`config.mk`:
```
export PLATFORM = sky130hd
export DESIGN_NAME = fetch_pc_unit
export DESIGN_NICKNAME = d
export VERILOG_FILES = /design/src/rtl/fetch_pkg.sv /design/src/rtl/fetch_pc_unit_pc_reg.sv /design/src/rtl/fetch_pc_unit.sv
export SDC_FILE = /design/constraint.sdc
export NUM_CORES = 1
export LEC_CHECK = 0
export ABC_CLOCK_PERIOD_IN_PS = 6500
export CORE_ASPECT_RATIO = 1.75
export CORE_UTILIZATION = 32
export CTS_BUF_LIST = sky130_fd_sc_hd__clkbuf_4 sky130_fd_sc_hd__clkbuf_8
export DETAILED_ROUTE_END_ITERATION = 6
export SKIP_LAST_GASP = 1
export SYNTH_ARGS = -nofsm -noshare
export SYNTH_HDL_FRONTEND = slang
export SYNTH_SLANG_ARGS = --single-unit
```
`constraint.sdc`:
```
create_clock -name clk -period 6.5 [get_ports clk]
set_input_delay 0.975 -clock clk [delete_from_list [all_inputs] [get_ports clk]]
set_output_delay 0.975 -clock clk [all_outputs]
set_load 0.01 [all_outputs]
```
`src/rtl/fetch_pkg.sv`:
```
// fetch_pkg: shared types, lengths and helpers for the instruction-fetch PC unit
package fetch_pkg;
    typedef enum logic [1:0] {IDLE, REQ, WAIT, HOLD} fetch_state_e;
    localparam int ILEN  = 32;
    localparam int C_LEN = 2;
    localparam int I_LEN = 4;
    function automatic logic is_compressed(input logic [1:0] lo);
        return lo != 2'b11;
    endfunction
endpackage

```
`src/rtl/fetch_pc_unit_pc_reg.sv`:
```
// pc_reg_p: XLEN-bit PC register; ports clk, arst (async high), we, wd -> pc
module pc_reg_p #(
    parameter int              XLEN         = 32,
    parameter logic [XLEN-1:0] RESET_VECTOR = '0
) (
    input  logic            clk,
    input  logic            arst,
    input  logic            we,
    input  logic [XLEN-1:0] wd,
    output logic [XLEN-1:0] pc
);
    always_ff @(posedge clk or posedge arst)
        if (arst) pc <= RESET_VECTOR;
        else if (we) pc <= wd;
endmodule

```
`src/rtl/fetch_pc_unit.sv`:
```
// fetch_pc_unit: PC owner and single-outstanding imem fetch sequencer feeding decode
// ports: clk, arst | imem_req/addr/gnt/rvalid/rdata | if_valid/ready/instr/pc | redirect_*, trap_*
module fetch_pc_unit
    import fetch_pkg::*;
#(
    parameter int              XLEN         = 32,
    parameter logic [XLEN-1:0] RESET_VECTOR = '0
) (
    input  logic            clk,
    input  logic            arst,
    output logic            imem_req,
    output logic [XLEN-1:0] imem_addr,
    input  logic            imem_gnt,
    input  logic            imem_rvalid,
    input  logic [31:0]     imem_rdata,
    output logic            if_valid,
    input  logic            if_ready,
    output logic [ILEN-1:0] if_instr,
    output logic [XLEN-1:0] if_pc,
    input  logic            redirect_valid,
    input  logic [XLEN-1:0] redirect_pc,
    input  logic            trap_valid,
    input  logic [XLEN-1:0] trap_pc
);
    fetch_state_e    state;
    logic            discard;
    logic            redir;
    logic            pc_we;
    logic [XLEN-1:0] pc;
    logic [XLEN-1:0] tgt;
    logic [XLEN-1:0] pc_wd;

    assign redir = trap_valid | redirect_valid;
    assign tgt   = (trap_valid ? trap_pc : redirect_pc) & ~XLEN'(1);
    assign pc_wd = redir ? tgt : pc + XLEN'(is_compressed(if_instr[1:0]) ? C_LEN : I_LEN);
    assign pc_we = redir | (state == HOLD && if_ready);

    pc_reg_p #(.XLEN(XLEN), .RESET_VECTOR(RESET_VECTOR)) u_pc (
        .clk (clk),
        .arst(arst),
        .we  (pc_we),
        .wd  (pc_wd),
        .pc  (pc)
    );

    assign imem_req  = state == REQ;
    assign imem_addr = pc;
    assign if_valid  = state == HOLD;

    // discard marks the outstanding response as belonging to a PC that a redirect abandoned
    always_ff @(posedge clk or posedge arst)
        if (arst) begin
            state    <= IDLE;
            discard  <= 1'b0;
            if_instr <= '0;
            if_pc    <= '0;
        end else begin
            case (state)
                IDLE: state <= REQ;
                REQ:
                    if (imem_gnt) begin
                        state   <= WAIT;
                        discard <= redir;
                    end
                WAIT:
                    if (imem_rvalid) begin
                        discard <= 1'b0;
                        if (discard || redir) state <= REQ;
                        else begin
                            if_instr <= imem_rdata;
                            if_pc    <= pc;
                            state    <= HOLD;
                        end
                    end else if (redir) discard <= 1'b1;
                HOLD: if (redir || if_ready) state <= REQ;
            endcase
        end
endmodule

```
# [Word-level counts from Yosys, hierarchy flattened]
# Cells that the tools add are included.
# Widths: inputs -> output; s select.
[word_totals] register_bits=99 latchBits=0 mem_bits_rw=0 romBits=0 input_bits=103 output_inout_bits=98 elab_cells=37 n_memories=0
[op_classes] n_addsub=1 n_mul=0 n_div=0 order_cmp=0 n_eq_ne=8 shift=0 mux=12 bitwise=3 reduce_logical=8
[ops] operator="$mux 32" count=2
[ops] operator="$add 32x3->32" count=1
[ops] operator="$reduce_and 3->1" count=3
[ops] operator="$mux 2" count=4
[ops] operator="$pmux 2 s4" count=1
[ops] operator="$eq 2x2->1 const B" count=2
[ops] operator="$ne 2x1->1 const B" count=2
[ops] operator="$ne 2x2->1 const B" count=2
[ops] operator="$mux 1" count=3
[ops] operator="$mux 3" count=1
[ops] operator="$ne 3x3->1 const B" count=1
[ops] operator="$eq 2x1->1 const B" count=1
[ops] operator="$logic_not 2->1" count=1
[ops] operator="$logic_or 1x1->1" count=2
[ops] operator="$or 1x1->1" count=2
[ops] operator="$pmux 1 s2" count=1
[ops] operator="$reduce_bool 2->1" count=1
[ops] operator="$logic_and 1x1->1" count=1
[ops] operator="$not 1->1" count=1

# [Longest topological paths before layout]
[depth] ltp_word=5 depth_mapped=9 mapped_depth_nobuf=8

# [By module]
# Synthesis repeated with hierarchy kept, for this count alone.
[unflattened] cells_unflattened=432 area_unflattened_um2=5226.3
[modules_own_cells] module="fetch_pc_unit" n_inst=1 cells_each=363 area_each_um2=3877.5 seq_area_each_um2=1676.6
[modules_own_cells] module="pc_reg_p" n_inst=1 cells_each=69 area_each_um2=1348.8 seq_area_each_um2=800.8

# [Least setup slack after synthesis]
# No wires, ideal clock.
[synth_timing] kind="input-to-reg" start="input port trap_valid" end="register if_instr[1]" setup_time_ns=0.125 t_arrival_ns=2.364 t_required_ns=6.375 setup_slack_ns=4.011 cell_stages=8 path_buffers=4 cell_sequence="buf_2 -> or2_1 -> buf_4 -> nor2_2 -> and3_1 -> buf_6 -> buf_6 -> mux2_2"
[synth_between] elab_chain_len=4
[synth_rtl] element="start, declared" line="fetch_pc_unit.sv:22" source="input logic trap_valid,"
[synth_rtl] element="$or 1x1->1" line="fetch_pc_unit.sv:33" source="assign redir = trap_valid | redirect_valid;"
[synth_rtl] element="$logic_or 1x1->1" line="fetch_pc_unit.sv:68" source="if (discard || redir) state <= REQ;"
[synth_rtl] element="$not 1->1 (no line)"
[synth_rtl] element="$reduce_and 3->1 (no line)"
[synth_rtl] element="end signal, assigned" line="fetch_pc_unit.sv:70" source="if_instr <= imem_rdata;"
[synth_rtl] element="end, declared" line="fetch_pc_unit.sv:18" source="output logic [ILEN-1:0] if_instr,"
# No other way between the ends.
# A chain may end at the register's enable or synchronous reset.

# [Final worst setup path]
[layout_timing] start="input port redirect_valid" end="register if_pc[23]"
[layout_between] elab_chain_len=4
[layout_rtl] element="start, declared" line="fetch_pc_unit.sv:20" source="input logic redirect_valid,"
[layout_rtl] element="$or 1x1->1" line="fetch_pc_unit.sv:33"
[layout_rtl] element="$logic_or 1x1->1" line="fetch_pc_unit.sv:68"
[layout_rtl] element="$not 1->1 (no line)"
[layout_rtl] element="$reduce_and 3->1 (no line)"
[layout_rtl] element="end signal, assigned" line="fetch_pc_unit.sv:71" source="if_pc <= pc;"
[layout_rtl] element="end, declared" line="fetch_pc_unit.sv:19" source="output logic [XLEN-1:0] if_pc,"
# No other way between the ends.

==> results.json <==
{
  "cts_tree": "built",
  "final_cells": 825,
  "drt_pass1_iterations": 4,
  "worstSetupEndpointType": "flop",
  "synth_top_area_share_pct": 49.4,
  "clock_latency_ps": 360,
  "ctsResizeCount": 0,
  "hp-start": "if_instr[4]",
  "rsz0062_at_grt": "false",
  "drv_slew": 0,
  "cp_common_cell": "buf_4",
  "drt_iter0_drc": 184,
  "period_needed_ps": 3760,
  "syn_area_per_cell_um2": 10.9,
  "synth-seq-cells": 97,
  "detail-route-antenna-nets": 0,
  "drc": 0,
  "drive_above_1_share_pct": 14.6,
  "setup_tns_ps": 0,
  "syn2layout_area_growth_pct": 46.1,
  "setup_ws_ps": 2740,
  "hold_slack_ps": 495,
  "synthArstFlopShare_pct": 100,
  "path_max_fanout": 39,
  "ys.warnings.count": 0,
  "critPathRequiredTime_ps": 6750,
  "wirelength_um": 15200,
  "cts_max_level": 3,
  "antenna_found_initial": 0,
  "slew_headroom_pct": 34.5,
  "cap_violations": 0,
  "grt_pass1_vias": 4352,
  "synth_edf_count": 0,
  "die_area_um2": 15900,
  "synth_cells": 451,
  "pre_cts_slack_ps": 2340,
  "dp_cells": 809,
  "grtUsageTotal_pct": 19.6,
  "dpl.hpwl_um": 11500,
  "die_h_um": 166,
  "die_w_um": 95.7,
  "fill_cells": 1385,
  "synth_common_cells": "dfrtp_1, mux2_2, nand2_1",
  "setup_violations": 0,
  "cp.arrival_ps": 4010,
  "initial_core_util_pct": 33.0,
  "fin_crit_sh_pct": 57.8,
  "grt.overflow.total": 0,
  "cpMaxStageDelayCell": "and3_2",
  "fin_total_pwr_uw": 2100,
  "vias_per_cell": 5.10,
  "cts_buffers": 9,
  "vias": 4210,
  "antenna_cells": 0,
  "clk_pin_slew_ps": 90,
  "post-synth-top-count-cell": "dfrtp_1",
  "yosysSeqAreaShare_pct": 49.4,
  "crit_type": "in2reg",
  "max_stage_delay_ps": 870,
  "clock_skew_ps": 8.25,
  "whs_path_depth": 1,
  "port_buffers": 196,
  "synth_top_cell_by_area": "dfrtp_1",
  "reg2reg_depth": 5,
  "run_status": "completed",
  "hold_buffers": 0,
  "grt_pass1_wl_um": 23400,
  "core_um2": 14900,
  "netlist_top_cells_area": "dfrtp_1, mux2_2, a21oi_1",
  "crit_chain": "clkdlybuf4s50_1 -> buf_4 -> or2_1 -> nor2_2 -> and3_2 -> buf_4 -> mux2_2",
  "worstHoldPathType": "reg2reg",
  "ys.flop_type": "dfrtp_1",
  "fmax_mhz": 266,
  "ir_worst_vdd_mv": 0.154,
  "grt_max_degree": 56,
  "critPathLaunch": "redirect_valid",
  "post_cts_buffers": 0,
  "nets": 747,
  "netlist_area_um2": 4920,
  "p_leak_uw": 0.00300,
  "pin_count": 201,
  "wl_per_cell_um": 18.5,
  "start_kind": "input port",
  "clock_tree.root_cell": "clkbuf_8",
  "p_per_area_nw_per_um2": 292,
  "tightest_slew_ps": 982,
  "r2r-start": "state[0]",
  "hold_viol": 0,
  "row_count": 59,
  "cts.sinks": 97,
  "clockBufferDepth": 2,
  "gp_congestion": 0.827,
  "ys_types": 54
}
==> state kept, by name, summed over array words and instances (netlist names) <==
register	cells
if_instr	32
if_pc	31
u_pc.pc	31
state	2
discard	1
==> metrics by stage <==
stage	util [%]	cell area [um^2]
final	48.2	7180
after global routing	48.2	7180
after CTS	48.2	7180
after detailed placement	46.7	6960
after global placement	46.7	6960
after floorplan	-	4920
==> layer usage <==
| layer | track usage [%] | vias up | share of wire [%] |
|---|---|---|---|
| li1 | - | 1993 | - |
| met1 | 21.5 | 2036 | 37 |
| met2 | 35.7 | 151 | 55 |
| met3 | 3.25 | 30 | 4.3 |
| met4 | 8.70 | 0 | 3.5 |
| met5 | 0 | - | 0 |
==> power by group <==
part	internal, uW	switching, uW
Combinational	472	299
Sequential	763	115
Clock	224	224
Total	1460	637
==> logic make-up (layout without fill, tap and decap cells) <==
group / after synthesis / count (layout) / share of synthesized area (%)
adders and majority gates: 7 / 7 / 1.93
DFF: 97 / 97 / 49.4
other: 1 / 2 / 0.0763
AOI/OAI and AO/OA: 90 / 90 / 11.3
buffers and inverters: 39 / 229 / 4.79
and+or+nand+nor: 137 / 137 / 15.0
xor gates and xnor gates: 15 / 15 / 2.67
muxes: 65 / 65 / 14.8
==> worst max-delay path: cells and delay by family <==
kind,cells,cell delay [ps]
and+or+nand+nor,3,1520
buffers and inverters,3,1100
muxes,1,380
==> final timing paths <==
kind,to,slack (ps)
max,if_pc[23],2740
min,if_instr[4],490
max reg2reg,if_pc[23],3860
min reg2reg,if_instr[4],490
max in group asynchronous,if_instr[1],4330
min in group asynchronous,if_instr[11],1030
==> cells in the final DEF (no fill, tap or decap), types with 6 or more instances in the layout <==
cell and count:
nand4_1 11, xnor2_1 10, clkdlybuf4s50_1 195, nand3_1 10, nor2b_1 10, mux2_2 58, and3_1 9, a21oi_1 33
a211oi_1 13, o21ai_0 18, nor3_1 9, nor2_1 17, clkbuf_8 9, inv_1 11, nand2_1 40, dfrtp_1 97
ha_1 6
==> cell type report <==
cell class / count / area, um^2 / share of cell area, %
multi-input cells: 316 / 2260 / 31.5
clock buffers: 10 / 131 / 1.83
inverters: 12 / 47.5 / 0.662
flip-flops and latches: 97 / 2430 / 33.8
clock inverters: 6 / 90.1 / 1.25
well taps: 183 / 229 / 3.19
repair buffers: 201 / 1990 / 27.8
(Power assumes the default switching activity.)
